### src/rtl/saber_host_sequencer.sv
// saber_host_sequencer
//   Host-side sequencer for the Saber compute-core wrapper. It streams an
//   instruction program into the wrapper's program memory, pulses the core
//   reset, issues a start, waits for the all-done status bit (bounded by a
//   timeout) and reports the core's cycle count.
//
// Ports
//   clk, rst_n              single clock; synchronous active-low reset
//   ins_data/valid/last     instruction stream in (37-bit words)
//   ins_ready               instruction stream ready
//   control_low_word        program-memory write strobe (bits 11:10) + address
//   control_high_word       1 = core reset, 2 = core start, 0 = idle
//   dina_ext_low/high_word  program-memory write data
//   status                  wrapper status: bit0 all-done, bits 31:1 cycle count
//   busy, done              run in progress / 1-cycle completion pulse
//   cycle_count             core cycle count captured at completion
//   timeout, err_overflow   sticky error flags, cleared by the next program
module saber_host_sequencer #(
    parameter int          MAX_INS        = 64,
    parameter logic [31:0] TIMEOUT_CYCLES = 32'd100_000_000
) (
    input  logic        clk,
    input  logic        rst_n,
    input  logic [36:0] ins_data,
    input  logic        ins_valid,
    input  logic        ins_last,
    output logic        ins_ready,
    output logic [31:0] control_low_word,
    output logic [31:0] control_high_word,
    output logic [31:0] dina_ext_low_word,
    output logic [31:0] dina_ext_high_word,
    input  logic [31:0] status,
    output logic        busy,
    output logic        done,
    output logic [30:0] cycle_count,
    output logic        timeout,
    output logic        err_overflow
);

    // Index must be able to hold MAX_INS itself, which marks "memory full".
    localparam int IDX_W = $clog2(MAX_INS + 1);

    typedef enum logic [2:0] {IDLE, LOAD, RST, START, SETTLE, WAIT, ABORT} state_t;

    state_t             state_q, state_d;
    logic [IDX_W-1:0]   idx_q, idx_d;
    logic [31:0]        timer_q, timer_d;
    logic               phase_q, phase_d;     // second cycle of 2-cycle states
    logic               ins_ready_q, ins_ready_d;
    logic [31:0]        ctrl_lo_q, ctrl_lo_d;
    logic [31:0]        ctrl_hi_q, ctrl_hi_d;
    logic [31:0]        dina_lo_q, dina_lo_d;
    logic [31:0]        dina_hi_q, dina_hi_d;
    logic               busy_q, busy_d;
    logic               done_q, done_d;
    logic [30:0]        cycle_count_q, cycle_count_d;
    logic               timeout_q, timeout_d;
    logic               err_overflow_q, err_overflow_d;

    logic               accept;
    logic [IDX_W-1:0]   wr_idx;

    // NOTE: every signal written here gets a default first, so no path can
    // leave one unassigned and infer a latch.
    always_comb begin
        state_d        = state_q;
        idx_d          = idx_q;
        timer_d        = timer_q;
        phase_d        = phase_q;
        ctrl_lo_d      = 32'd0;
        ctrl_hi_d      = 32'd0;
        dina_lo_d      = 32'd0;
        dina_hi_d      = 32'd0;
        done_d         = 1'b0;
        cycle_count_d  = cycle_count_q;
        timeout_d      = timeout_q;
        err_overflow_d = err_overflow_q;

        accept = ins_valid && ins_ready_q;
        // A new program always starts at address 0, whatever the old index.
        wr_idx = (state_q == IDLE) ? '0 : idx_q;

        // Control outputs are decided from the current state and appear one
        // cycle later, so the last write cycle precedes the first reset cycle.
        case (state_q)
            IDLE: begin
                idx_d = '0;
                if (accept) begin
                    timeout_d      = 1'b0;
                    err_overflow_d = 1'b0;
                    cycle_count_d  = '0;
                end
            end
            RST, ABORT: begin
                ctrl_hi_d = 32'd1;
                phase_d   = ~phase_q;
                if (phase_q) begin
                    state_d = (state_q == RST) ? START : IDLE;
                end
            end
            START: begin
                ctrl_hi_d = 32'd2;
                phase_d   = 1'b0;
                state_d   = SETTLE;
            end
            SETTLE: begin
                // Status is stale here: the wrapper registers it.
                phase_d = ~phase_q;
                if (phase_q) begin
                    state_d = WAIT;
                    timer_d = '0;
                end
            end
            WAIT: begin
                // Completion is tested first so it wins over the timeout.
                if (status[0]) begin
                    cycle_count_d = status[31:1];
                    done_d        = 1'b1;
                    state_d       = IDLE;
                end else if (timer_q == TIMEOUT_CYCLES - 32'd1) begin
                    timeout_d = 1'b1;
                    phase_d   = 1'b0;
                    state_d   = ABORT;
                end else begin
                    timer_d = timer_q + 32'd1;
                end
            end
            default: ;
        endcase

        // Acceptance is only possible in IDLE/LOAD since ready is low elsewhere.
        if (accept) begin
            ctrl_lo_d              = {20'd0, 2'b11, 4'd0, 6'(wr_idx)};
            {dina_hi_d, dina_lo_d} = {27'd0, ins_data};
            idx_d                  = wr_idx + IDX_W'(1);
            if (ins_last) begin
                phase_d = 1'b0;
                state_d = RST;
            end else if (wr_idx == IDX_W'(MAX_INS - 1)) begin
                err_overflow_d = 1'b1;
                state_d        = IDLE;
            end else begin
                state_d = LOAD;
            end
        end

        // After an overflow the index sits at MAX_INS, holding ready low for
        // one cycle; IDLE then rewinds the index and ready returns.
        busy_d      = (state_d != IDLE);
        ins_ready_d = ((state_d == IDLE) || (state_d == LOAD)) &&
                      (idx_d < IDX_W'(MAX_INS));
    end

    // NOTE: sequential state uses non-blocking assignments only, so every
    // flop samples the pre-edge value of every other flop.
    always_ff @(posedge clk) begin
        if (!rst_n) begin
            state_q        <= IDLE;
            idx_q          <= '0;
            timer_q        <= '0;
            phase_q        <= 1'b0;
            ins_ready_q    <= 1'b0;
            ctrl_lo_q      <= '0;
            ctrl_hi_q      <= '0;
            dina_lo_q      <= '0;
            dina_hi_q      <= '0;
            busy_q         <= 1'b0;
            done_q         <= 1'b0;
            cycle_count_q  <= '0;
            timeout_q      <= 1'b0;
            err_overflow_q <= 1'b0;
        end else begin
            state_q        <= state_d;
            idx_q          <= idx_d;
            timer_q        <= timer_d;
            phase_q        <= phase_d;
            ins_ready_q    <= ins_ready_d;
            ctrl_lo_q      <= ctrl_lo_d;
            ctrl_hi_q      <= ctrl_hi_d;
            dina_lo_q      <= dina_lo_d;
            dina_hi_q      <= dina_hi_d;
            busy_q         <= busy_d;
            done_q         <= done_d;
            cycle_count_q  <= cycle_count_d;
            timeout_q      <= timeout_d;
            err_overflow_q <= err_overflow_d;
        end
    end

    assign ins_ready          = ins_ready_q;
    assign control_low_word   = ctrl_lo_q;
    assign control_high_word  = ctrl_hi_q;
    assign dina_ext_low_word  = dina_lo_q;
    assign dina_ext_high_word = dina_hi_q;
    assign busy               = busy_q;
    assign done               = done_q;
    assign cycle_count        = cycle_count_q;
    assign timeout            = timeout_q;
    assign err_overflow       = err_overflow_q;

endmodule

### config.mk
export PLATFORM = sky130hd
export DESIGN_NAME = saber_host_sequencer
export DESIGN_NICKNAME = d
export VERILOG_FILES = /design/src/rtl/saber_host_sequencer.sv
export SDC_FILE = /design/constraint.sdc
export NUM_CORES = 1
export LEC_CHECK = 0
export CAP_MARGIN = 40
export CORE_MARGIN = 4
export CORE_UTILIZATION = 28
export DETAILED_ROUTE_END_ITERATION = 8
export DONT_BUFFER_PORTS = 1
export GPL_TIMING_DRIVEN = 1
export PLACE_DENSITY = 0.46
export SYNTH_ARGS = -nofsm -noshare
export SYNTH_HDL_FRONTEND = slang
export SYNTH_SLANG_ARGS = --single-unit
### constraint.sdc
create_clock -name clk -period 5.05 [get_ports clk]
set_clock_uncertainty 0.15 [all_clocks]
set_input_delay 1.01 -clock clk [delete_from_list [all_inputs] [get_ports clk]]
set_output_delay 1.01 -clock clk [all_outputs]
set_load 0.1 [all_outputs]
## Yosys cells after proc, flatten, opt, wreduce, memory -nomap -nowiden

Index checks and enable logic that the tools add are counted.

- Input port bits: 73
- Register bits after elaboration: 207
- Output and inout port bits: 164
- Word-level logic and storage cells: 84

- Reductions and logical operators: 15
- $add $sub $neg: 2
- Bitwise operators: 1
- Magnitude comparators: 1
- Muxes and demuxes: 35
- Equality and inequality tests: 14

Operators by type and width:

| cell | number |
|---|---|
| $mux W32 | 3 |
| $pmux W32 S2 | 1 |
| $mux W31 | 2 |
| $pmux W31 S2 | 1 |
| $add A32 B1 Y32 const B | 1 |
| $eq A32 B27 Y1 const B | 1 |
| $mux W3 | 5 |
| $mux W1 | 14 |
| $mux W7 | 2 |
| $mux W12 | 1 |
| $ne A2 B2 Y1 const B | 6 |
| $pmux W3 S4 | 1 |
| $eq A3 B3 Y1 const B | 3 |
| $reduce_and A4 Y1 | 2 |
| $add A7 B1 Y7 const B | 1 |
| $eq A7 B6 Y1 const B | 1 |
| $lt A7 B7 Y1 const B | 1 |
| $eq A3 B2 Y1 const B | 2 |
| $logic_not A3 Y1 | 2 |
| $mux W2 | 2 |
| $pmux W2 S2 | 1 |
| $reduce_and A2 Y1 | 2 |
| $reduce_bool A2 Y1 | 2 |
| $eq A3 B1 Y1 const B | 1 |
| other kinds (9) | 10 |

## Depth between registers and ports, before layout

Gate-level depths: netlist (run 1).

- Word-level depth: 9
- Gate-level depth with buffers: 10
- Mapped depth without buffers: 9

## Worst setup path after synthesis (run 1)

OpenSTA, ideal clock, no wires.

- Kind: reg2out
- From: reg control_low_word[10] (netlist name)
- To: out control_low_word[11]
- Arrival time: 1.356 ns
- Cell stages (with the launch flop): 2
- Path buffers: 1
- Setup slack: 2.534 ns
- Path through: dfxtp_1 buf_4

RTL lines:

| what | RTL line | source |
|---|---|---|
| end: declaration | 28 | `output logic [31:0] control_low_word,` |

## Worst setup path after layout (run 1)

- From: reg state_q[0]
- To: reg state_q[0]

- Longest elaborated chain between the ends: 6
- Elaborated cells between the ends (all ways): 18
- Classes of those cells: 6 x eq/ne; 10 x mux; 2 x reduce/logical

Ends and longest elaborated chain:

| what | RTL line | source |
|---|---|---|
| start: declaration | 45 | `state_t state_q, state_d;` |
| start signal: assignment | 173 | `state_q <= state_d;` |
| $logic_not A3 Y1 | 81 | `wr_idx = (state_q == IDLE) ? '0 : idx_q;` |
| $mux W7 | 81 |  |
| net wr_idx[0] | 61 | `logic [IDX_W-1:0] wr_idx;` |
| $eq A7 B6 Y1 | 139 | `end else if (wr_idx == IDX_W'(MAX_INS - 1)) begin` |
| $mux W1 | 139 |  |
| $mux W2 | 136 | `if (ins_last) begin` |
| $mux W3 | 132 | `if (accept) begin` |

The timed path passes the listed nets, and every way through them passes these cells.
A chain may end at the register's enable or synchronous reset.

==> flow_summary.ini, run 1 <==
[clock_network]
h-tree-depth = 4
hold_buffers = 0
cts_root_buf = clkbuf_16
cts_tree = done
cts.sinks = 125
cts_resized = 0
insertion_delay_ns = 0.41
cts_max_path_buffers = 2
path_clk_slew_ns = 0.06
numCtsBuffers = 17
cts_setup_buffers = 0

[timing]
layout_min_cycle_time_ns = 2.73
setup_slack_ns = 2.32
fmax_mhz = 366
finalSetupViolations = 0
min_period_over_period = 0.541
hold_violations = 0
worst_slew_pin_slew_ns = 0.657
rsz0062_at_grt = false
setup-tns-final_ns = 0
max_slew_margin = 0.562
maxSlewViolCount = 0

[worst_setup_path]
reg2reg_to = state_q[0]$_SDFF_PN0_
rr_startpoint = state_q[0]$_SDFF_PN0_
crit_path_start_kind = flop
crit_fanout = 15
required_ns = 5.16
r2r_slack_ns = 2.32
worst_ep_arrival_time_ns = 2.85
end_kind = flop
critPathKind = reg -> reg
r2r_cells = 9

[global_routing]
first_global_vias = 4472
grt_usage = 0.126
grt_overflow = 0
antenna_found_initial = 0
grt_pass1_wl_mm = 22.6
grt_max_degree = 49

[synthesis]
ys_seq_area_frac = 0.451
synth_top_area_frac = 0.451
syn_area_per_cell_um2 = 8.66
synth_warnings = 0
postSynthCellCount = 641
synth_cell_types = 54
synth_edf_count = 0
async_reset_ff_frac = 0
synth_flop_cell = dfxtp_1
yosysTopAreaCell = dfxtp_1
ys_seq_elements = 125
yosys-top-cells-area = dfxtp_1, buf_4, and3_1
synth.cell_area_um2 = 5550

[hold_path]
whs_endpoint = cycle_count[11]$_SDFFE_PN0P_
hold_depth = 2
hp-class = reg -> reg
worstHoldStart = cycle_count[11]$_SDFFE_PN0P_

[layout]
nets = 783
layout_common_cells = dfxtp_1, conb_1, nand2_1, buf_8, a21oi_1
stdcell_area_um2 = 7500
antenna_cells = 0
drive_above_1_share = 0.191
syn2layout_area_growth_pct = 35.1
final_common_cell = dfxtp_1
n_fill_cell = 1880

[run_status]
status = finished clean

[power_and_ir_drop]
leakage_nw = 3.02
peakVddDrop_uv = 188
pwr_density_cell_nw_per_um2 = 366

[place]
gp_congestion = 0.771
io_buffers = 0
dp_hpwl_mm = 10.4
placed_area_um2 = 6870
dp_worst_setup_slack_ns = 2.14

[die]
die_area_um2 = 22100
ios = 237
start_util = 0.285
chipWidth_um = 149
core_um2 = 19500
row_count = 51
die_h_um = 149

[routing]
routed_wl_mm = 14.5
drc = 0
drt_iter0_drc = 222
wire_per_inst_um = 14.7
dr.pass1.iters = 5
vias = 4600
via_per_inst = 4.67
drt.antenna.violating_nets = 0

[flow_run]
maxCapViolations = 0
-- sequential cells by signal, summed over array words and instances, names as in the netlist, 2 cells and up --
name,flops
dina_ext_low_word,32
timer_q,32
cycle_count,31
control_low_word,7
idx_q,7
dina_ext_high_word,5
state_q,3
control_high_word,2
-- critical path: stages (launching register included) --
cell and delay [ns]:
dfxtp_1 0.60, or3_1 0.38, nand2_1 0.17, inv_1 0.09
ha_1 0.19, nand4_1 0.16, o311ai_1 0.38, o31ai_1 0.17
a211oi_2 0.24, a211oi_1 0.07
-- synthesized netlist by cell type (all sizes together) (3+ instances only) --
| library cell | number |
|---|---|
| dfxtp | 125 |
| buf | 96 |
| nand2 | 73 |
| a21oi | 54 |
| and3 | 48 |
| nand3 | 43 |
| nor2 | 35 |
| clkbuf | 25 |
| nand4 | 13 |
| or4 | 13 |
| nor3 | 12 |
| or3 | 10 |
| o21ai | 9 |
| o31ai | 9 |
| xnor2 | 8 |
| inv | 7 |
| and4 | 6 |
| a31oi | 5 |
| nor4 | 4 |
| o211ai | 4 |
| o21a | 4 |
| a211oi | 3 |
| and2 | 3 |
| mux2i | 3 |
| nand4bb | 3 |
| xor2 | 3 |
-- routing by layer --
layer	vias up	track usage	wire, um	part of all wire
li1	2211	-	-	-
met2	210	0.214	7130	0.49
met4	0	0.0508	189	0.013
met3	14	0.0398	1230	0.085
met5	-	0	0	0
met1	2165	0.147	5960	0.41
-- per-stage QoR --
step / total power, W / hold slack (ns) / utilization / std cells
floorplan: 0.00148 / 0.302 / - / 721
global placement: 0.00145 / 0.320 / 0.280 / 869
detailed placement: 0.00150 / 0.320 / 0.353 / 954
CTS: 0.00278 / 0.327 / 0.385 / 986
global route: 0.00284 / 0.353 / 0.385 / 986
finish: 0.00274 / 0.324 / 0.385 / 986
-- layout make-up --
cell class / count / area [um^2] / share of cell area
sequential: 125 / 2500 / 0.334
timing repair buffer: 89 / 1460 / 0.195
multi-input combinational: 468 / 2550 / 0.340
clock buffer: 20 / 467 / 0.0622
clock inverter: 12 / 159 / 0.0212
tap: 265 / 332 / 0.0442
inverter: 7 / 26.3 / 0.00350
-- where the power goes --
part           leakage, nW  internal [W]  switching (W)
Combinational         1.71     0.0000584       0.000400
Clock                0.303      0.000819       0.000447
Sequential            1.01       0.00100      0.0000186
-- cells by family (layout without fill, tap and decap cells) --
family          count (synthesis)  count (layout)  share of synthesized area
compound gates                 97              97                      0.105
xor+xnor                       11              11                     0.0174
fa+ha+maj                       2               2                    0.00451
buf+inv                       128             128                      0.145
flops                         125             125                      0.451
mux                             3               3                    0.00541
other cells                     1              81                   0.000675
simple gates                  274             274                      0.271
-- worst max path at each step --
stage                                  end  slack [ns]                             from  cells after the start
6_report             state_q[0]$_SDFF_PN0_        2.32            state_q[0]$_SDFF_PN0_                      9
5_1_grt              state_q[0]$_SDFF_PN0_        2.10            state_q[0]$_SDFF_PN0_                      9
4_1_cts              state_q[0]$_SDFF_PN0_        2.31            state_q[0]$_SDFF_PN0_                      9
3_5_place_dp      timer_q[26]$_SDFFE_PN0P_        2.14                        status[0]                      5
3_3_place_gp   cycle_count[6]$_SDFFE_PN0P_        2.04             ins_ready$_SDFF_PN0_                      4
2_1_floorplan         control_low_word[11]        2.53  control_low_word[10]$_SDFF_PN0_                      1
No activity file was read; power rests on OpenSTA's default activity.
==> inputs of run 2 (changes only) <==
Settings changed: ABC_AREA set to 1.
Clock period 5.05 ns to 2.8 ns, I/O delays scaled along.
==> run 2 against run 1 <==
Die area up 9.7%. Routed wire length grew 10%. Clock-buffer cell count down 1. Fmax is 21% higher. Area after synthesis is 10% higher. Sequential share of layout area up 0.90 points. Combinational power grew to 5.8 times the previous value. Setup slack got worse by 1.8 ns. Sequential power is 100% higher. Power rose to 2.6 times the previous value. Critical path depth grew 2. Global-route usage rose by 0.21 points. Critical path type unchanged.
==> flow_summary.ini, run 2 <==
[timing]
min_period_over_period = 0.807
whs_ns = 0.0986
setup-tns-final_ns = 0
fmax_mhz = 443
maxSlewViolCount = 0
finalSetupViolations = 0
layout_min_cycle_time_ns = 2.26
hold_violations = 0
worst_slew_pin_slew_ns = 0.560
rsz0062_at_grt = false
max_slew_margin = 0.625

[synthesis]
synth_cell_types = 32
ys_seq_elements = 125
yosysTopAreaCell = dfxtp_1
ys_seq_area_frac = 0.409
yosysMostFrequentCell = nor2_1
synth_top_area_frac = 0.409
synth_edf_count = 0
syn_area_per_cell_um2 = 7.01
yosys-top-cells-area = dfxtp_1, nor2_1, buf_4
async_reset_ff_frac = 0
synth.cell_area_um2 = 6120
postSynthCellCount = 873
synth_flop_cell = dfxtp_1
synthTopCellsByCount = nor2_1, nand2_1, dfxtp_1
synth_warnings = 0

[routing]
via_per_inst = 4.19
routed_wl_mm = 16.0
wire_per_inst_um = 12.9
drc = 0
dr.pass1.iters = 5
drt_iter0_drc = 272
drt.antenna.violating_nets = 0
vias = 5185

[worst_setup_path]
worst_ep_arrival_time_ns = 2.40
crit_fanout = 17
max_stage_delay_ns = 0.39
r2r_cells = 11
crit_path_start_kind = flop
end_kind = flop
cp.buffers_inverters = 2
cp_slowest_cell = dfxtp_1
worstPathCellList = ha_1 -> inv_1 -> nor2_8 -> nand2_4 -> nor2_8 -> nand2_4 -> a21oi_4 -> buf_12 -> nor2_1 -> nor2_1 -> nor2_1
required_ns = 2.94
critPathKind = reg -> reg
reg2reg_to = timer_q[27]$_SDFFE_PN0P_
crit_top_cell = nor2_1
crit_family = simple AND/OR/NAND/NOR gates
rr_startpoint = timer_q[0]$_SDFFE_PN0P_
r2r_slack_ns = 0.54

[power_and_ir_drop]
leakage_nw = 3.34
pwr_density_cell_nw_per_um2 = 967
peakVddDrop_uv = 567

[place]
gp_congestion = 0.868
dp_hpwl_mm = 11.8
io_buffers = 0
dp.cells = 1206

[layout]
syn2layout_area_growth_pct = 19.3
antenna_cells = 0
n_fill_cell = 2294
final_cells = 1237
nets = 1025
layout_common_cells = nor2_1, nand2_1, dfxtp_1, buf_4, inv_1
drive_above_1_share = 0.160
final_common_cell = nor2_1

[global_routing]
first_global_vias = 4906
grt_pass1_wl_mm = 24.9
antenna_found_initial = 0
grt_overflow = 0
grt_max_degree = 45
grt_usage = 0.128

[hold_path]
worstHoldStart = ins_data[30]
hp-class = in -> reg
whs_endpoint = dina_ext_low_word[30]$_SDFF_PN0_
hold_depth = 2

[die]
die_area_um2 = 24300
start_util = 0.287
core_um2 = 21300
die_h_um = 156
chipWidth_um = 156
row_count = 53
ios = 237

[clock_network]
h-tree-depth = 4
numCtsBuffers = 17
cts_tree = done
hold_buffers = 0
insertion_delay_ns = 0.41
cts_root_buf = clkbuf_16
cts_resized = 0
path_clk_slew_ns = 0.06
cts.sinks = 125
cts_max_path_buffers = 2
cts_setup_buffers = 0

[flow_run]
maxCapViolations = 0

[run_status]
status = finished clean
==> run 2: cell count changes after synthesis, sizes merged, moves of 7 or more <==
cell,change
or4,-13
nand3,-7
o21ai,+28
o31ai,-9
nand4,-9
nand2,+95
or3,-10
nor2,+178
a21oi,+9
inv,+81
clkbuf,-12
and3,-48
==> run 2: kinds of logic after synthesis <==
family	Yosys count	share of synthesized area
other cells	1	0.000613
fa+ha+maj	2	0.00409
xor+xnor	10	0.0143
compound gates	103	0.0932
simple gates	433	0.300
buf+inv	199	0.179
flops	125	0.409
==> run 2: stage by stage <==
stage	total power [W]	worst slack, ns	area [um^2]	utilization
2_1_floorplan	0.00441	0.485	6420	-
3_3_place_gp	0.00474	0.603	6680	0.314
3_5_place_dp	0.00474	0.564	6680	0.314
4_1_cts	0.00714	0.553	7300	0.343
5_1_grt	0.00735	0.328	7300	0.343
6_report	0.00706	0.541	7300	0.343
==> run 2: layer usage <==
metal | part of all wire | vias up | global-route usage
li1 | - | 2692 | -
met1 | 0.45 | 2318 | 0.165
met2 | 0.45 | 155 | 0.197
met3 | 0.080 | 20 | 0.0449
met4 | 0.017 | 0 | 0.0484
met5 | 0 | - | 0
==> run 2: worst max-delay path by stage <==
stage | from | endpoint | slack [ns] | cells after the start
after floorplan | ins_ready$_SDFF_PN0_ | cycle_count[24]$_SDFFE_PN0P_ | 0.49 | 8
after global placement | state_q[0]$_SDFF_PN0_ | busy$_SDFF_PN0_ | 0.60 | 12
after detailed placement | timer_q[0]$_SDFFE_PN0P_ | timer_q[27]$_SDFFE_PN0P_ | 0.56 | 11
after CTS | timer_q[0]$_SDFFE_PN0P_ | timer_q[27]$_SDFFE_PN0P_ | 0.55 | 11
after global routing | state_q[0]$_SDFF_PN0_ | busy$_SDFF_PN0_ | 0.33 | 12
final | timer_q[0]$_SDFFE_PN0P_ | timer_q[27]$_SDFFE_PN0P_ | 0.54 | 11
==> run 2: final cells by class <==
class,count,area (um^2),share of cell area
repair buffers,87,666,0.0911
well taps,275,344,0.0471
flip-flops and latches,125,2500,0.343
inverters,90,338,0.0463
multi-input cells,629,2820,0.387
clock buffers,19,443,0.0606
clock inverters,12,185,0.0254
==> run 2: where the power goes <==
| part | leakage (nW) | internal, W | switching [W] | total, W |
|---|---|---|---|---|
| registers | 1.01 | 0.00198 | 0.0000732 | 0.00205 |
| clock network | 0.305 | 0.00152 | 0.000848 | 0.00237 |
| logic | 2.02 | 0.000398 | 0.00224 | 0.00264 |
| total | 3.34 | 0.00390 | 0.00316 | 0.00706 |
